==> src/rtl/fifo_arb_pkg.sv <==
// Shared definitions for the fifo access arbiter: FSM encoding and shadow-count width.
package fifo_arb_pkg;

    localparam int CNT_W = 16;

    typedef enum logic [2:0] {
        INIT_CLEAR,
        INIT_WAIT,
        IDLE,
        PUSH_ISSUE,
        PUSH_WRITE,
        POP_ISSUE,
        POP_WAIT,
        SETTLE
    } arb_state_e;

endpackage

==> src/rtl/fifo_access_arbiter_rr_pick2.sv <==
// Two-way round-robin picker; the pointer names the requester that wins a tie.
module rr_pick2 (
    input  logic       clk,
    input  logic       rst_n,
    input  logic [1:0] req,
    input  logic       take,
    output logic       gnt_valid,
    output logic       gnt_idx
);

    logic ptr;

    assign gnt_valid = |req;
    assign gnt_idx   = req[ptr] ? ptr : ~ptr;

    // Once a requester is served, the other one gets the next tie.
    always_ff @(posedge clk or negedge rst_n) begin
        if (!rst_n)    ptr <= 1'b0;
        else if (take) ptr <= ~gnt_idx;
    end

endmodule

==> src/rtl/fifo_access_arbiter.sv <==
// Serialises two writers and one reader onto a single fifo with a shadow fill count.
// Optional FIFO_ARB_LEVEL_EN adds registered fill_level/full/empty outputs.
module fifo_access_arbiter
    import fifo_arb_pkg::*;
#(
    parameter int FIFO_SIZE  = 8,
    parameter int DATA_WIDTH = 8
) (
    input  logic                  clk,
    input  logic                  rst_n,
    input  logic                  wr_req0,
    input  logic                  wr_req1,
    input  logic [DATA_WIDTH-1:0] wr_data0,
    input  logic [DATA_WIDTH-1:0] wr_data1,
    output logic                  wr_ack0,
    output logic                  wr_ack1,
    input  logic                  rd_req,
    output logic                  rd_valid,
    output logic [DATA_WIDTH-1:0] rd_data,
    output logic                  fifo_clear,
    output logic                  fifo_push,
    output logic                  fifo_pop,
    output logic [DATA_WIDTH-1:0] fifo_in_data,
`ifdef FIFO_ARB_LEVEL_EN
    output logic [CNT_W-1:0]      fill_level,
    output logic                  full,
    output logic                  empty,
`endif
    input  logic [DATA_WIDTH-1:0] fifo_out_data
);

    localparam logic [CNT_W-1:0] SIZE_C = CNT_W'(FIFO_SIZE);

    arb_state_e       state, state_next;
    logic [CNT_W-1:0] count, count_next;
    logic             op_pop, op_sel, prio_pop;
    logic             gnt_valid, gnt_idx;
    logic             wr_ok, rd_ok, do_push, do_pop;

    rr_pick2 u_rr (
        .clk       (clk),
        .rst_n     (rst_n),
        .req       ({wr_req1, wr_req0}),
        .take      (do_push),
        .gnt_valid (gnt_valid),
        .gnt_idx   (gnt_idx)
    );

    assign wr_ok = gnt_valid && (count < SIZE_C);
    assign rd_ok = rd_req && (count != '0);

    always_ff @(posedge clk or negedge rst_n) begin
        if (!rst_n) state <= INIT_CLEAR;
        else        state <= state_next;
    end

    always_comb begin
        state_next = state;
        do_push    = 1'b0;
        do_pop     = 1'b0;
        case (state)
            INIT_CLEAR: state_next = INIT_WAIT;
            INIT_WAIT:  state_next = IDLE;
            IDLE: begin
                // Pop wins a tie only when it holds the priority token.
                if (rd_ok && (prio_pop || !wr_ok)) begin
                    do_pop     = 1'b1;
                    state_next = POP_ISSUE;
                end else if (wr_ok) begin
                    do_push    = 1'b1;
                    state_next = PUSH_ISSUE;
                end
            end
            PUSH_ISSUE: state_next = PUSH_WRITE;
            PUSH_WRITE: state_next = SETTLE;
            POP_ISSUE:  state_next = POP_WAIT;
            POP_WAIT:   state_next = SETTLE;
            SETTLE:     state_next = IDLE;
            default:    state_next = INIT_CLEAR;
        endcase
    end

    always_comb begin
        count_next = count;
        if (state == SETTLE) count_next = op_pop ? count - 1'b1 : count + 1'b1;
    end

    always_ff @(posedge clk or negedge rst_n) begin
        if (!rst_n) begin
            fifo_clear   <= 1'b1;
            fifo_push    <= 1'b0;
            fifo_pop     <= 1'b0;
            fifo_in_data <= '0;
            wr_ack0      <= 1'b0;
            wr_ack1      <= 1'b0;
            rd_valid     <= 1'b0;
            rd_data      <= '0;
            count        <= '0;
            op_pop       <= 1'b0;
            op_sel       <= 1'b0;
            prio_pop     <= 1'b1;
        end else begin
            fifo_clear <= (state_next == INIT_CLEAR);
            fifo_push  <= do_push;
            fifo_pop   <= do_pop;
            if (do_push) begin
                fifo_in_data <= gnt_idx ? wr_data1 : wr_data0;
                op_sel       <= gnt_idx;
                op_pop       <= 1'b0;
                prio_pop     <= 1'b1;
            end
            if (do_pop) begin
                op_pop   <= 1'b1;
                prio_pop <= 1'b0;
            end
            wr_ack0  <= (state_next == SETTLE) && !op_pop && !op_sel;
            wr_ack1  <= (state_next == SETTLE) && !op_pop &&  op_sel;
            rd_valid <= (state == SETTLE) && op_pop;
            if (state == SETTLE && op_pop) rd_data <= fifo_out_data;
            count <= count_next;
        end
    end

`ifdef FIFO_ARB_LEVEL_EN
    assign fill_level = count;

    always_ff @(posedge clk or negedge rst_n) begin
        if (!rst_n) begin
            full  <= 1'b0;
            empty <= 1'b1;
        end else begin
            full  <= (count_next == SIZE_C);
            empty <= (count_next == '0);
        end
    end
`endif

endmodule

==> config.mk <==
export PLATFORM = sky130hd
export DESIGN_NAME = fifo_access_arbiter
export DESIGN_NICKNAME = d
export VERILOG_FILES = /design/src/rtl/fifo_arb_pkg.sv /design/src/rtl/fifo_access_arbiter_rr_pick2.sv /design/src/rtl/fifo_access_arbiter.sv
export SDC_FILE = /design/constraint.sdc
export NUM_CORES = 1
export LEC_CHECK = 0
export CAP_MARGIN = 20
export CORE_ASPECT_RATIO = 0.8
export CORE_MARGIN = 3
export CORE_UTILIZATION = 30
export CTS_CLUSTER_SIZE = 28
export DETAILED_ROUTE_END_ITERATION = 6
export GPL_ROUTABILITY_DRIVEN = 0
export SLEW_MARGIN = 20
export SYNTH_ARGS = -nofsm -noshare
export SYNTH_HDL_FRONTEND = slang
export SYNTH_SLANG_ARGS = --single-unit
==> constraint.sdc <==
create_clock -name clk -period 3.82 [get_ports clk]
set_clock_uncertainty 0.05 [all_clocks]
set_input_delay 1.146 -clock clk [delete_from_list [all_inputs] [get_ports clk]]
set_output_delay 1.146 -clock clk [all_outputs]
set_load 0.03 [all_outputs]
==> results_dict.tcl <==
set metrics [dict create \
    status "finished, final reports clean" \
    numCtsBuffers 5 \
    reg2reg_to "count[12]" \
    drive_above_1_share_pct 14.52 \
    syn_area_per_cell_um2 10.65 \
    rrSetupSlack_ps 1040 \
    grt_pass1_vias 2136 \
    yosysTopAreaCellShare_pct 40.26 \
    first_pass_iters 4 \
    critical_path_class "flip-flop to flip-flop" \
    synth-edff-count 0 \
    yosysWarnings 0 \
    rsz0062_at_grt "false" \
    syn_to_final_growth_pct 26.08 \
    post-route-period-util_pct 72.77 \
    min_path_type "flip-flop to flip-flop" \
    crit_path_end_kind "flip-flop" \
    critPathArrivalTime_ps 2950 \
    yosysSeqAreaShare_pct 42.23 \
    tritoncts "yes" \
    holdPathStages 1 \
    io_buffer_count 50 \
    fp.dieH_um 90.42 \
    synthTopCellsByArea "dfrtp_1 (40%), mux2_2 (7.6%), ha_1 (6.6%), mux2_4 (3.9%), a21oi_1 (3.0%)" \
    critPathMaxFanout 20 \
    wire_per_inst_um 13.71 \
    htreeDepth 2 \
    antenna_found_initial 0 \
    vias_per_cell 4.930 \
    r2r_cells 7 \
    num_vias 2046 \
    die_w_um 111.5 \
    synth.most_common_cell "dfrtp_1" \
    synth_nets 295 \
    worst_pin_slew_ps 804.6 \
    cts_buffer_depth 2 \
    layout_min_cycle_time_ps 2780 \
    power.switching_mw 1.611 \
    overflow 0 \
    dp.final_hpwl_mm 4.186 \
    grt_first_pass_wirelength_mm 10.23 \
    crit_required_ps 3990 \
    maxSlewHeadroom_pct 46.20 \
    cap_viol_max_count 0 \
    seqPwrFrac_pct 26.4 \
    num_antenna_cells 0 \
    netlist_area_mm2 0.002673 \
    r2r-start "op_pop" \
    hold_slack_ps 404.7 \
    grt_max_degree 46 \
    rows 30 \
    ios 51 \
    min-delay-start "op_sel" \
    dieArea_mm2 0.01008 \
    synth_cell_type_count 55 \
    power.density_mw_per_mm2 1029 \
    async_flop_share_pct 100.0 \
    swShare_pct 46.45 \
    ys_ff_latch 45 \
    timing.fmax_mhz 359.7 \
    drc 0 \
    postCtsSetupBuffers 0 \
    hold_buffers 0 \
    dr.first_iter.drc_count 140 \
    ys_top_cells_by_count "dfrtp_1 (43), nand2_1 (19), mux2_2 (18)" \
    initial_utilization_pct 31.23 \
    maxSlewViolCount 0 \
    yosysTopAreaCell "dfrtp_1" \
    core_area_mm2 0.008558 \
    clkTransAtPathRegs_ps 80 \
    clock_latency_ps 290 \
    root_buffer "clkbuf_8" \
    syn_inst 251 \
    final_antenna_net_count 0 \
    leakagePower_nw 1.474 \
    hold_viol_final 0 \
    final_nets 346 \
    internal_power_mw 1.856 \
    drt_wl_total_mm 5.688 \
    ir_drop_v 0.0003329 \
    hold_end "wr_ack0" \
    cts_resized 0 \
    power_frac_comb_pct 65.2 \
    setup_tns_ps 0 \
    setup_violations 0 \
    startpoint_type "flip-flop" \
    cts_sinks 45 \
    synth-main-ff-cell "dfrtp_1" \
    clkPwrFrac_pct 8.4 \
    gr-usage-all-layers_pct 11.79 \
]
[area by class of cell]
class	count	area, um^2
clock buffer	7	76.32
clock inverter	1	7.507
fill	855	5189
inverter	12	45.04
multi-input combinational	186	1459
sequential	45	1129
tap	112	140.1
timing repair buffer	52	513.0
[stage by stage]
stage / area (um^2) / std cells / worst slack, ps / util, % / power [mW]
2_1_floorplan: 2673 / 251 / 1304 / - / 2.590
3_3_place_gp: 3283 / 407 / 815.1 / 38.36 / 3.141
3_5_place_dp: 3283 / 407 / 786.3 / 38.36 / 3.178
4_1_cts: 3367 / 415 / 1024 / 39.34 / 3.486
5_1_grt: 3369 / 415 / 842.4 / 39.37 / 3.820
6_report: 3369 / 415 / 1040 / 39.37 / 3.467
[worst max-delay path by stage]
stage / startpoint / cells after the start / endpoint
5_1_grt: op_pop / 7 / count[12]
2_1_floorplan: wr_req1 / 3 / fifo_in_data[2]
3_3_place_gp: rd_req / 4 / fifo_in_data[1]
3_5_place_dp: rd_req / 4 / fifo_in_data[0]
6_report: op_pop / 7 / count[12]
4_1_cts: op_pop / 7 / count[12]
[cells in the final DEF, fill, tap and decap left out, drive strengths merged, types with 5 or more instances in the layout]
cell and instances:
inv 12, a21oi 16, nor3 9, clkdlybuf4s50 49
and2 5, o21ai 14, and3 5, nor2 10
clkbuf 7, o21a 6, dfrtp 43, nand2 19
mux2 25, ha 14
[power by group through the flow]
stage                     registers [mW]  logic, mW  clock network (mW)
final                              0.916       2.26               0.292
after global routing               0.949       2.55               0.320
after CTS                          0.919       2.27               0.300
after detailed placement           0.927       2.25                   0
after global placement             0.926       2.22                   0
after floorplan                     1.07       1.52                   0
[routing by layer]
layer	track usage [%]	vias up	part of all wire (%)
met1	17.67	961	53
met5	0	-	0
met3	2.478	4	3.8
li1	-	1035	-
met2	17.92	46	43
met4	1.520	0	0.47
[registers in the layout, summed over array words and instances, names as in the netlist]
register	flops
count	16
fifo_clear	1
fifo_in_data	8
fifo_pop	1
fifo_push	1
op_pop	1
op_sel	1
prio_pop	1
rd_data	8
rd_valid	1
state	3
u_rr.ptr	1
wr_ack0	1
wr_ack1	1
[worst max-delay path: stages (launching register included)]
cell and delay, ps:
dfrtp_1 840, inv_1 220, fa_1 450, nor2b_1 160, o31a_1 220, o311ai_1 200, or4_1 460, nand3_1 110
[cells by family (layout without fill, tap and decap cells)]
group / Yosys count / after routing / synth area share [%]
compound gates: 69 / 69 / 18.45
xor+xnor: 6 / 6 / 1.966
fa+ha+maj: 15 / 15 / 7.303
buf+inv: 20 / 72 / 3.183
flops: 45 / 45 / 42.23
mux: 29 / 29 / 13.01
other cells: 1 / 1 / 0.1403
simple gates: 66 / 66 / 13.72
Note: power is estimated with default switching activity, not from simulation.
